<file path="src/rtl/asg_pattern_generator.sv">
// -----------------------------------------------------------------------------
// asg_pattern_generator
//
// Multi-channel test-target generator for the azimuth signal path. After each
// accepted radar trigger a sweep of SIZE microsecond slots runs. Every channel
// is a small counter machine (start / period / width / count) that emits a
// periodic pulse train in slot time. No per-slot pattern memory is used.
//
// Each channel holds two configuration banks:
//   - pending: written by CFG_WE.
//   - active: loaded from pending on every accepted trigger.
// A write therefore never disturbs a sweep that is already running. After
// reset, channel 0 reproduces the legacy fixed test pattern:
// START=100, PERIOD=400, WIDTH=3, COUNT=8.
//
// Ports:
//   SYS_CLK        system clock
//   SYS_RST_N      asynchronous active-low reset (clears both config banks)
//   EN             global enable; low forces IDLE and all outputs low
//   RADAR_TRIG_PE  one-cycle trigger; starts or restarts a sweep at slot 0
//   USEC_PE        one-cycle microsecond tick; advances the slot while running
//   CFG_WE         write strobe into the pending bank of channel CFG_CH
//   CFG_CH         channel index; out-of-range indices are ignored
//   CFG_START      first pulse slot
//   CFG_PERIOD     pulse spacing in slots
//   CFG_WIDTH      pulse width in slots
//   CFG_COUNT      number of pulses; 0 disables the channel
//   CH_SIGNAL      registered per-channel pulse outputs
//   GEN_SIGNAL     registered OR of all channel outputs, same latency
//   ACTIVE         high while a sweep is running
//   CFG_ERR        sticky per-channel flag for an invalid configuration
//                  (set or cleared at copy time)
// -----------------------------------------------------------------------------
module asg_pattern_generator #(
  parameter int SIZE     = 3200,
  parameter int CHANNELS = 4,
  parameter int CNT_W    = 12,
  parameter int NUM_W    = 8,
  localparam int CH_W    = (CHANNELS > 1) ? $clog2(CHANNELS) : 1
) (
  input  logic                SYS_CLK,
  input  logic                SYS_RST_N,
  input  logic                EN,
  input  logic                RADAR_TRIG_PE,
  input  logic                USEC_PE,
  input  logic                CFG_WE,
  input  logic [CH_W-1:0]     CFG_CH,
  input  logic [CNT_W-1:0]    CFG_START,
  input  logic [CNT_W-1:0]    CFG_PERIOD,
  input  logic [CNT_W-1:0]    CFG_WIDTH,
  input  logic [NUM_W-1:0]    CFG_COUNT,
  output logic [CHANNELS-1:0] CH_SIGNAL,
  output logic                GEN_SIGNAL,
  output logic                ACTIVE,
  output logic [CHANNELS-1:0] CFG_ERR
);

  typedef enum logic {
    G_IDLE = 1'b0,
    G_RUN  = 1'b1
  } g_state_t;

  typedef enum logic [1:0] {
    CH_WAIT = 2'd0,
    CH_HIGH = 2'd1,
    CH_LOW  = 2'd2,
    CH_DONE = 2'd3
  } ch_state_t;

  localparam logic [CNT_W-1:0] SLOT_LAST  = CNT_W'(SIZE - 32'sd1);
  localparam logic [CNT_W-1:0] CNT_ZERO   = {CNT_W{1'b0}};
  localparam logic [CNT_W-1:0] CNT_ONE    = CNT_W'(1'b1);
  localparam logic [NUM_W-1:0] NUM_ZERO   = {NUM_W{1'b0}};
  localparam logic [NUM_W-1:0] NUM_ONE    = NUM_W'(1'b1);
  localparam logic [CNT_W-1:0] RST_START  = CNT_W'(32'd100);
  localparam logic [CNT_W-1:0] RST_PERIOD = CNT_W'(32'd400);
  localparam logic [CNT_W-1:0] RST_WIDTH  = CNT_W'(32'd3);
  localparam logic [NUM_W-1:0] RST_COUNT  = NUM_W'(32'd8);

  // A channel is usable when it has pulses, a non-zero width, a LOW gap
  // between pulses (single-pulse trains do not need one) and a start slot
  // inside the sweep.
  function automatic logic cfg_valid(input logic [CNT_W-1:0] start,
                                     input logic [CNT_W-1:0] period,
                                     input logic [CNT_W-1:0] width,
                                     input logic [NUM_W-1:0] count);
    return (count != NUM_ZERO) && (width != CNT_ZERO) &&
           ((count == NUM_ONE) || (width < period)) &&
           (start <= SLOT_LAST);
  endfunction

  // Configuration banks
  logic [CNT_W-1:0] pend_start_r  [CHANNELS];
  logic [CNT_W-1:0] pend_period_r [CHANNELS];
  logic [CNT_W-1:0] pend_width_r  [CHANNELS];
  logic [NUM_W-1:0] pend_count_r  [CHANNELS];
  logic [CNT_W-1:0] act_start_r   [CHANNELS];
  logic [CNT_W-1:0] act_period_r  [CHANNELS];
  logic [CNT_W-1:0] act_width_r   [CHANNELS];
  logic [NUM_W-1:0] act_count_r   [CHANNELS];

  // Global sweep state
  g_state_t         g_state_r;
  g_state_t         g_state_s;
  logic [CNT_W-1:0] slot_r;
  logic [CNT_W-1:0] slot_s;

  // Channel machines:
  //   cnt: slots spent in the current HIGH or LOW phase.
  //   idx: 1-based number of the current pulse.
  ch_state_t        ch_state_r [CHANNELS];
  ch_state_t        ch_state_s [CHANNELS];
  logic [CNT_W-1:0] cnt_r      [CHANNELS];
  logic [CNT_W-1:0] cnt_s      [CHANNELS];
  logic [NUM_W-1:0] idx_r      [CHANNELS];
  logic [NUM_W-1:0] idx_s      [CHANNELS];

  logic [CHANNELS-1:0] pend_valid_s;
  logic [CHANNELS-1:0] ch_signal_r;
  logic [CHANNELS-1:0] ch_signal_s;
  logic                gen_signal_r;
  logic [CHANNELS-1:0] cfg_err_r;
  logic [CHANNELS-1:0] cfg_err_s;

  logic trig_acc_s;
  logic adv_s;

  // Trigger is honoured only while enabled. A plain tick advances channels
  // only when it moves to another slot of the running sweep; the tick on the
  // last slot ends the sweep instead. A trigger in the same cycle wins and
  // the tick is dropped.
  assign trig_acc_s = RADAR_TRIG_PE & EN;
  assign adv_s      = EN & ~RADAR_TRIG_PE & USEC_PE &
                      (g_state_r == G_RUN) & (slot_r != SLOT_LAST);

  // Pending-bank writes and the pending-to-active copy on an accepted trigger
  always_ff @(posedge SYS_CLK or negedge SYS_RST_N) begin
    if (!SYS_RST_N) begin
      for (int c = 0; c < CHANNELS; c++) begin
        pend_start_r[c]  <= (c == 0) ? RST_START  : CNT_ZERO;
        pend_period_r[c] <= (c == 0) ? RST_PERIOD : CNT_ZERO;
        pend_width_r[c]  <= (c == 0) ? RST_WIDTH  : CNT_ZERO;
        pend_count_r[c]  <= (c == 0) ? RST_COUNT  : NUM_ZERO;
        act_start_r[c]   <= (c == 0) ? RST_START  : CNT_ZERO;
        act_period_r[c]  <= (c == 0) ? RST_PERIOD : CNT_ZERO;
        act_width_r[c]   <= (c == 0) ? RST_WIDTH  : CNT_ZERO;
        act_count_r[c]   <= (c == 0) ? RST_COUNT  : NUM_ZERO;
      end
    end else begin
      for (int c = 0; c < CHANNELS; c++) begin
        // The copy takes the pending value from before any same-cycle write.
        if (trig_acc_s) begin
          act_start_r[c]  <= pend_start_r[c];
          act_period_r[c] <= pend_period_r[c];
          act_width_r[c]  <= pend_width_r[c];
          act_count_r[c]  <= pend_count_r[c];
        end
        if (CFG_WE && (CFG_CH == CH_W'(c))) begin
          pend_start_r[c]  <= CFG_START;
          pend_period_r[c] <= CFG_PERIOD;
          pend_width_r[c]  <= CFG_WIDTH;
          pend_count_r[c]  <= CFG_COUNT;
        end
      end
    end
  end

  // Validity of each pending configuration, evaluated at copy time
  always_comb begin
    pend_valid_s = {CHANNELS{1'b0}};
    for (int c = 0; c < CHANNELS; c++) begin
      pend_valid_s[c] = cfg_valid(pend_start_r[c], pend_period_r[c],
                                  pend_width_r[c], pend_count_r[c]);
    end
  end

  // Global sweep FSM: next state and next slot
  always_comb begin
    g_state_s = g_state_r;
    slot_s    = slot_r;
    if (!EN) begin
      g_state_s = G_IDLE;
    end else if (RADAR_TRIG_PE) begin
      g_state_s = G_RUN;
      slot_s    = CNT_ZERO;
    end else if ((g_state_r == G_RUN) && USEC_PE) begin
      if (slot_r == SLOT_LAST) begin
        g_state_s = G_IDLE;
      end else begin
        slot_s = slot_r + CNT_ONE;
      end
    end else begin
      g_state_s = g_state_r;
    end
  end

  // Channel FSMs, sticky error flags and next-slot channel outputs
  always_comb begin
    ch_signal_s = {CHANNELS{1'b0}};
    cfg_err_s   = cfg_err_r;
    for (int c = 0; c < CHANNELS; c++) begin
      ch_state_s[c] = ch_state_r[c];
      cnt_s[c]      = cnt_r[c];
      idx_s[c]      = idx_r[c];
    end
    for (int c = 0; c < CHANNELS; c++) begin
      if (trig_acc_s) begin
        // Slot-0 entry uses the configuration being copied right now.
        if (!pend_valid_s[c]) begin
          ch_state_s[c] = CH_DONE;
          cnt_s[c]      = CNT_ZERO;
          idx_s[c]      = NUM_ZERO;
        end else if (pend_start_r[c] == CNT_ZERO) begin
          ch_state_s[c] = CH_HIGH;
          cnt_s[c]      = CNT_ONE;
          idx_s[c]      = NUM_ONE;
        end else begin
          ch_state_s[c] = CH_WAIT;
          cnt_s[c]      = CNT_ZERO;
          idx_s[c]      = NUM_ZERO;
        end
        if (pend_valid_s[c]) begin
          cfg_err_s[c] = 1'b0;
        end else if (pend_count_r[c] != NUM_ZERO) begin
          cfg_err_s[c] = 1'b1;
        end else begin
          cfg_err_s[c] = cfg_err_r[c];
        end
      end else if (adv_s) begin
        case (ch_state_r[c])
          CH_WAIT: begin
            if (slot_s == act_start_r[c]) begin
              ch_state_s[c] = CH_HIGH;
              cnt_s[c]      = CNT_ONE;
              idx_s[c]      = NUM_ONE;
            end else begin
              ch_state_s[c] = CH_WAIT;
            end
          end
          CH_HIGH: begin
            if (cnt_r[c] == act_width_r[c]) begin
              // Last pulse skips LOW so no gap rule is needed for COUNT=1.
              if (idx_r[c] == act_count_r[c]) begin
                ch_state_s[c] = CH_DONE;
              end else begin
                ch_state_s[c] = CH_LOW;
                cnt_s[c]      = CNT_ONE;
              end
            end else begin
              cnt_s[c] = cnt_r[c] + CNT_ONE;
            end
          end
          CH_LOW: begin
            if (cnt_r[c] == (act_period_r[c] - act_width_r[c])) begin
              ch_state_s[c] = CH_HIGH;
              cnt_s[c]      = CNT_ONE;
              idx_s[c]      = idx_r[c] + NUM_ONE;
            end else begin
              cnt_s[c] = cnt_r[c] + CNT_ONE;
            end
          end
          CH_DONE: begin
            ch_state_s[c] = CH_DONE;
          end
          default: begin
            ch_state_s[c] = CH_DONE;
          end
        endcase
      end else begin
        ch_state_s[c] = ch_state_r[c];
      end
      // Ending the sweep (last tick or EN low) truncates any running pulse.
      ch_signal_s[c] = (g_state_s == G_RUN) && (ch_state_s[c] == CH_HIGH);
    end
  end

  // State, counters and registered outputs
  always_ff @(posedge SYS_CLK or negedge SYS_RST_N) begin
    if (!SYS_RST_N) begin
      g_state_r    <= G_IDLE;
      slot_r       <= CNT_ZERO;
      ch_signal_r  <= {CHANNELS{1'b0}};
      gen_signal_r <= 1'b0;
      cfg_err_r    <= {CHANNELS{1'b0}};
      for (int c = 0; c < CHANNELS; c++) begin
        ch_state_r[c] <= CH_DONE;
        cnt_r[c]      <= CNT_ZERO;
        idx_r[c]      <= NUM_ZERO;
      end
    end else begin
      g_state_r    <= g_state_s;
      slot_r       <= slot_s;
      ch_signal_r  <= ch_signal_s;
      gen_signal_r <= |ch_signal_s;
      cfg_err_r    <= cfg_err_s;
      for (int c = 0; c < CHANNELS; c++) begin
        ch_state_r[c] <= ch_state_s[c];
        cnt_r[c]      <= cnt_s[c];
        idx_r[c]      <= idx_s[c];
      end
    end
  end

  assign CH_SIGNAL  = ch_signal_r;
  assign GEN_SIGNAL = gen_signal_r;
  assign ACTIVE     = (g_state_r == G_RUN);
  assign CFG_ERR    = cfg_err_r;

endmodule

</file>
<file path="config.mk">
export PLATFORM = sky130hd
export DESIGN_NAME = asg_pattern_generator
export DESIGN_NICKNAME = d
export VERILOG_FILES = /design/src/rtl/asg_pattern_generator.sv
export SDC_FILE = /design/constraint.sdc
export NUM_CORES = 1
export LEC_CHECK = 0
export ABC_AREA = 1
export BUFFER_PORTS_ARGS = -buffer_cell sky130_fd_sc_hd__buf_2
export CAP_MARGIN = 20
export CORE_ASPECT_RATIO = 1.1
export CORE_UTILIZATION = 60
export DETAILED_ROUTE_END_ITERATION = 16
export PLACE_DENSITY = 0.77
export SYNTH_ARGS = -nofsm -noshare
export SYNTH_HDL_FRONTEND = slang
export SYNTH_SLANG_ARGS = --single-unit
</file>
<file path="constraint.sdc">
create_clock -name SYS_CLK -period 3.38 [get_ports SYS_CLK]
set_clock_uncertainty 0.05 [all_clocks]
set_input_delay 0.169 -clock SYS_CLK [delete_from_list [all_inputs] [get_ports SYS_CLK]]
set_output_delay 0.169 -clock SYS_CLK [all_outputs]
set_load 0.02 [all_outputs]
</file>
==> results.toml, run 1 <==
[run_status]
status = "complete, but fails checks"
violations = "hold timing"

[sta]
fin_setup_tns_ns = 0
slew_headroom_pct = 33.58
rsz0062_at_grt = "false"
hold_viol = 2
setup_viol_count_final = 0
post-route-period-util_pct = 94.04
holdWs_ns = -0.003437
max_freq_mhz = 314.6
drv_slew = 0
worst_pin_slew_ns = 0.9871
fin_crit_ns = 3.178

[cts]
clk_latency_ns = 0.57
tritoncts = "yes"
cts_buffer_depth = 3
cts-root-buf = "clkbuf_16"
h-tree-depth = 2
clk_pin_slew_ns = 0.06
cts.sinks = 462
numCtsBuffers = 47
postCtsSetupBuffers = 0

[route]
vias = 23817
drt_pass1_iterations = 5
drtIter0Drc = 1951
ant_nets = 0
routed_wl_mm = 74.46
wl_per_cell_um = 17.82
drcViolationCount = 0
viasPerCell = 5.699

[critical_path]
crit_required_ns = 3.78
path_max_fanout = 14
rrSetupSlack_ns = 0.20
worst_setup_path_end_kind = "flop"
crit_path_start_kind = "flop"
cp.arrival_ns = 3.58
crit_type = "reg -> reg"

[logic_synthesis]
synth-seq-cells = 462
synth_ff_type = "dfrtp_1"
ys_seq_area_share_pct = 43.19
async_flop_share_pct = 100.0
synthCells = 3515
ys_types = 66
synth_area_um2 = 26840
ys_warn_count = 0
synth-edff-count = 0
avgSynthCellArea_um2 = 7.637
synthesis.nets = 3684

[grt]
busiest_layer = "met2"
grt_use_total_pct = 33.39
antenna_found_initial = 2
met2_usage_pct = 54.33
grt_pass1_wl_mm = 120.7
grt_use_met3_pct = 3.681
use_met1_pct = 45.69
grt_pass1_vias = 23196
grt_max_degree = 76
grt_overflow = 0

[floorplanning]
initial_core_util_pct = 61.37
die_x_um = 203.7
rows = 80
die_y_um = 223.8
ios = 62
dieArea_um2 = 45590
core_area_um2 = 43740

[pwr]
switching_share_pct = 37.07
p_leak_nw = 14.71
vdd_drop_max_uv = 466.3
p_comb_share_pct = 31.5
p_sw_w = 0.006909
power_w = 0.01864
power_per_cell_area_nw_per_um2 = 629.3
p_clk_share_pct = 29.1
intPower_w = 0.01173
seq_power_share_pct = 39.4

[place]
place_hpwl_mm = 54.89
gp_congestion = 0.9674
io_buffers = 61

[final_layout]
drive_gt1_share_pct = 8.294
mostFrequentLayoutCells = "nand2_1 (982), inv_1 (477), dfrtp_1 (436)"
antenna_cells = 0
layout_commonest_cell = "nand2_1"
final_util_pct = 67.70
fillers = 3646
fin_nets = 3736
area_delta_synth_final_pct = 10.32

[job]
drv_cap = 0

[hold_path]
hold_class = "in -> reg"
power groups by stage:
stage          clock network (W)  registers, W  logic (W)
2_1_floorplan                  0       0.00712    0.00436
4_1_cts                  0.00546       0.00732    0.00581
3_3_place_gp                   0       0.00737    0.00556
6_report                 0.00542       0.00734    0.00588
3_5_place_dp                   0       0.00740    0.00574
5_1_grt                  0.00567       0.00744    0.00669
repair_timing:
action                                  4_1_cts  5_1_grt
hold endpoints to repair                    172        0
resized for setup                             0        2
hold buffers                                 25        0
endpoints found under the setup margin        0        8
critical path: stages (launching register included):
cell and delay [ns]:
dfrtp_1 0.41, ha_1 0.22, nand3_2 0.12, nor2_4 0.14, nand3_2 0.20, buf_4 0.24
nand4_1 0.15, nand3_2 0.17, nand2_1 0.10, nand2_1 0.05, inv_1 0.04, nand3_1 0.06
nor2_1 0.28, nand2_1 0.12, nand3_2 0.12, nand3_2 0.10, clkinv_2 0.20, o21ai_0 0.12
and2_1 0.17
final timing paths:
path,startpoint,end,cells past startpoint
setup / recovery,slot_r[0]$_DFF_PN0_,cnt_r[41]$_DFFE_PN0P_,18
hold / removal,CFG_PERIOD[7],pend_period_r[7]$_DFFE_PN0P_,3
setup reg to reg,slot_r[0]$_DFF_PN0_,cnt_r[41]$_DFFE_PN0P_,18
hold reg to reg,pend_period_r[16]$_DFFE_PN0P_,pend_period_r[16]$_DFFE_PN0P_,2
max in group asynchronous,SYS_RST_N,cnt_r[31]$_DFFE_PN0P_,4
min in group asynchronous,SYS_RST_N,act_start_r[27]$_DFFE_PN0P_,2
flip-flops by register name (all words and copies together) (netlist names), 32 cells and up:
name           count
pend_period_r     48
idx_r             32
pend_width_r      48
cnt_r             48
act_period_r      48
act_count_r       32
act_start_r       48
pend_count_r      32
act_width_r       48
pend_start_r      48
synth_stat cells, types with 16 or more instances:
library cell	count	area, µm²
xor2_1	82	718.2
o21ai_0	396	1982
ha_1	113	1414
nand2_1	985	3697
nand4_1	72	450.4
nand3_1	184	920.9
dfrtp_1	436	10910
dfstp_2	26	683.2
xnor2_1	44	385.4
nor4_1	29	181.4
a21oi_1	86	430.4
nor2_1	188	705.7
nor3_1	51	255.2
nand3_2	16	160.2
clkbuf_1	94	352.8
inv_1	478	1794
o21ai_1	26	130.1
through the flow:
stage,cell area [µm²],instances,setup WS (ns)
2_1_floorplan,26840,3515,0.7806
3_3_place_gp,27720,4065,0.3393
3_5_place_dp,27720,4065,0.2645
4_1_cts,29570,4177,0.2362
5_1_grt,29610,4179,0.002046
6_report,29610,4179,0.2016
cells by family (layout without fill, tap and decap cells):
| kind of cell | Yosys count | after routing | share of synthesized area (%) |
|---|---|---|---|
| AOI/OAI and AO/OA | 598 | 598 | 12.17 |
| and+or+nand+nor | 1598 | 1598 | 25.91 |
| adders and majority gates | 117 | 117 | 5.565 |
| muxes | 1 | 1 | 0.04195 |
| DFF | 462 | 462 | 43.19 |
| xor gates and xnor gates | 128 | 128 | 4.255 |
| buffers and inverters | 611 | 701 | 8.865 |
layout make-up:
class	instances	area [µm²]	share of cell area [%]
multi-input combinational	2442	12900	43.57
sequential	462	11590	39.15
inverter	490	1849	6.244
clock buffer	61	1331	4.495
timing repair buffer	124	950.9	3.211
tap	574	718.2	2.425
clock inverter	26	269.0	0.9084
layer usage:
| metal | part of all wire [%] | vias up |
|---|---|---|
| li1 | - | 11464 |
| met1 | 43 | 11367 |
| met2 | 47 | 809 |
| met3 | 5.7 | 175 |
| met4 | 4.0 | 2 |
| met5 | 0.015 | - |
No activity file was read; power rests on OpenSTA's default activity.
==> run 2, diff against run 1 <==
--- a/config.mk
+++ b/config.mk
@@ -6,12 +6,12 @@
 export NUM_CORES = 1
 export LEC_CHECK = 0
 export ABC_AREA = 1
-export BUFFER_PORTS_ARGS = -buffer_cell sky130_fd_sc_hd__buf_2
 export CAP_MARGIN = 20
-export CORE_ASPECT_RATIO = 1.1
+export CORE_MARGIN = 2
 export CORE_UTILIZATION = 60
 export DETAILED_ROUTE_END_ITERATION = 16
-export PLACE_DENSITY = 0.77
+export DONT_BUFFER_PORTS = 1
+export PLACE_DENSITY = 0.76
 export SYNTH_ARGS = -nofsm -noshare
 export SYNTH_HDL_FRONTEND = slang
 export SYNTH_SLANG_ARGS = --single-unit
==> results.toml, run 2 (synthesis results as in run 1) <==
[critical_path]
path_cells = "ha_1 > fa_1 > inv_1 > nand2_1 > nand3_1 > nand2_1 > o21ai_0 > nand2_1 > nand2_1 > nand2_1 > nor2_1 > nand2_2 > nand2_1 > o21ai_0 > nand2_1 > nand2_2 > clkinv_2 > nand3_1 > o21ai_0"
slowest_stage = "dfrtp_1"
cp.arrival_ns = 3.57
worst_setup_path_end_kind = "flop"
crit_family = "simple AND/OR/NAND/NOR gates"
endpoint = "idx_r[18]$_DFFE_PN0P_"
crit_type = "reg -> reg"
critPathLaunch = "act_width_r[24]$_DFFE_PN0P_"
r2r_cells = 19
path_max_fanout = 10
rrSetupSlack_ns = 0.24
crit_required_ns = 3.81
crit_path_frequent_cell = "nand2_1"
cp.depth = 19
reg2reg_from = "act_width_r[24]$_DFFE_PN0P_"
crit_buf_inv = 2
r2r_end = "idx_r[18]$_DFFE_PN0P_"
crit_path_start_kind = "flop"
max_stage_delay_ns = 0.40

[pwr]
switching_share_pct = 36.47
seq_power_share_pct = 39.1
intPower_w = 0.01203
vdd_drop_max_uv = 448.7
p_leak_nw = 14.55
p_sw_w = 0.006907
p_clk_share_pct = 30.5
p_comb_share_pct = 30.4
power_per_cell_area_nw_per_um2 = 641.5

[route]
routed_wl_mm = 75.07
vias = 23672
viasPerCell = 5.708
drcViolationCount = 0
drtIter0Drc = 2161
drt_pass1_iterations = 6
ant_nets = 0
wl_per_cell_um = 18.10

[floorplanning]
die_x_um = 215.5
ios = 62
initial_core_util_pct = 60.71
dieArea_um2 = 46450
die_y_um = 215.5
core_area_um2 = 44220
rows = 77

[hold_path]
hold_class = "in -> async"

[place]
place_ws_ns = 0.2103
place_hpwl_mm = 54.47
gp_congestion = 0.9509
io_buffers = 0
placed_area_um2 = 27300

[cts]
holdBufCountCts = 47
clk_latency_ns = 0.60
postCtsSetupBuffers = 0
clk_pin_slew_ns = 0.06
numCtsBuffers = 49
cts_buffer_depth = 3
h-tree-depth = 2
tritoncts = "yes"
cts-root-buf = "clkbuf_16"
cts.sinks = 462

[sta]
holdWs_ns = -0.7348
drv_slew = 0
max_freq_mhz = 318.2
post-route-period-util_pct = 92.98
worst_pin_slew_ns = 1.364
hold_viol = 454
fin_crit_ns = 3.143
slew_headroom_pct = 9.083
fin_ws_ns = 0.2372
fin_setup_tns_ns = 0
setup_viol_count_final = 0

[run_status]
status = "complete, but fails checks"
violations = "hold timing"

[grt]
grt_pass1_vias = 23245
grt_overflow = 0
grt_pass1_wl_mm = 121.7
grt_max_degree = 463
grt_use_total_pct = 32.68
antenna_found_initial = 1

[final_layout]
antenna_cells = 0
layout_commonest_cell = "nand2_1"
mostFrequentLayoutCells = "nand2_1 (980), inv_1 (476), dfrtp_1 (436)"
fin_nets = 3684
drive_gt1_share_pct = 6.554
final_util_pct = 66.76
area_delta_synth_final_pct = 9.974
design_area_um2 = 29520

[job]
drv_cap = 0
==> run 2: cell types whose count changed in the layout (fill, tap and decap cells not counted), sizes merged <==
cell,delta
inv,-1
buf,-76
clkinvlp,-7
bufinv,+3
clkinv,+4
dlygate4sd3,+22
clkbuf,+5
==> run 2: timing repair <==
item,4_1_cts,5_1_grt
endpoints found under the hold margin,649,462
endpoints found under the setup margin,0,39
resized for setup,0,11
==> run 2: routing by layer <==
layer / track usage, % / wire length [µm] / vias up
met2: 53.72 / 35020 / 853
met3: 4.933 / 5019 / 173
met1: 43.60 / 31930 / 11303
li1: - / - / 11341
met4: 13.38 / 3080 / 2
met5: 0 / 13 / -
==> run 2: worst min-delay path by stage <==
| stage | from | slack (ns) | end |
|---|---|---|---|
| CTS | SYS_RST_N | -0.75 | idx_r[27]$_DFFE_PN0P_ |
| floorplan | SYS_RST_N | -0.18 | ACTIVE$_DFF_PN0_ |
| detailed placement | SYS_RST_N | -0.13 | act_period_r[37]$_DFFE_PN0P_ |
| global placement | SYS_RST_N | -0.13 | act_period_r[37]$_DFFE_PN0P_ |
| global route | SYS_RST_N | -0.75 | act_period_r[38]$_DFFE_PN0P_ |
| finish | SYS_RST_N | -0.73 | act_period_r[38]$_DFFE_PN0P_ |
==> run 2: power by group through the flow <==
stage                     clock network, W  logic [W]  registers [W]
after floorplan                          0    0.00436        0.00712
after global placement                   0    0.00540        0.00744
after detailed placement                 0    0.00558        0.00747
after CTS                          0.00580    0.00568        0.00738
after global routing               0.00605    0.00655        0.00751
final                              0.00578    0.00576        0.00741
==> run 2: area by class of cell <==
type                       count  area, µm²
clock buffer                  66       1400
clock inverter                25      317.8
fill                        3661      14700
inverter                     490       1847
multi-input combinational   2442      12930
sequential                   462      11590
tap                          592      740.7
timing repair buffer          70      693.2
==> run 2: metrics by stage <==
step	power [W]	std cells
3_5_place_dp	0.01305	4009
5_1_grt	0.02010	4147
4_1_cts	0.01886	4147
3_3_place_gp	0.01283	4009
2_1_floorplan	0.01148	3515
6_report	0.01894	4147
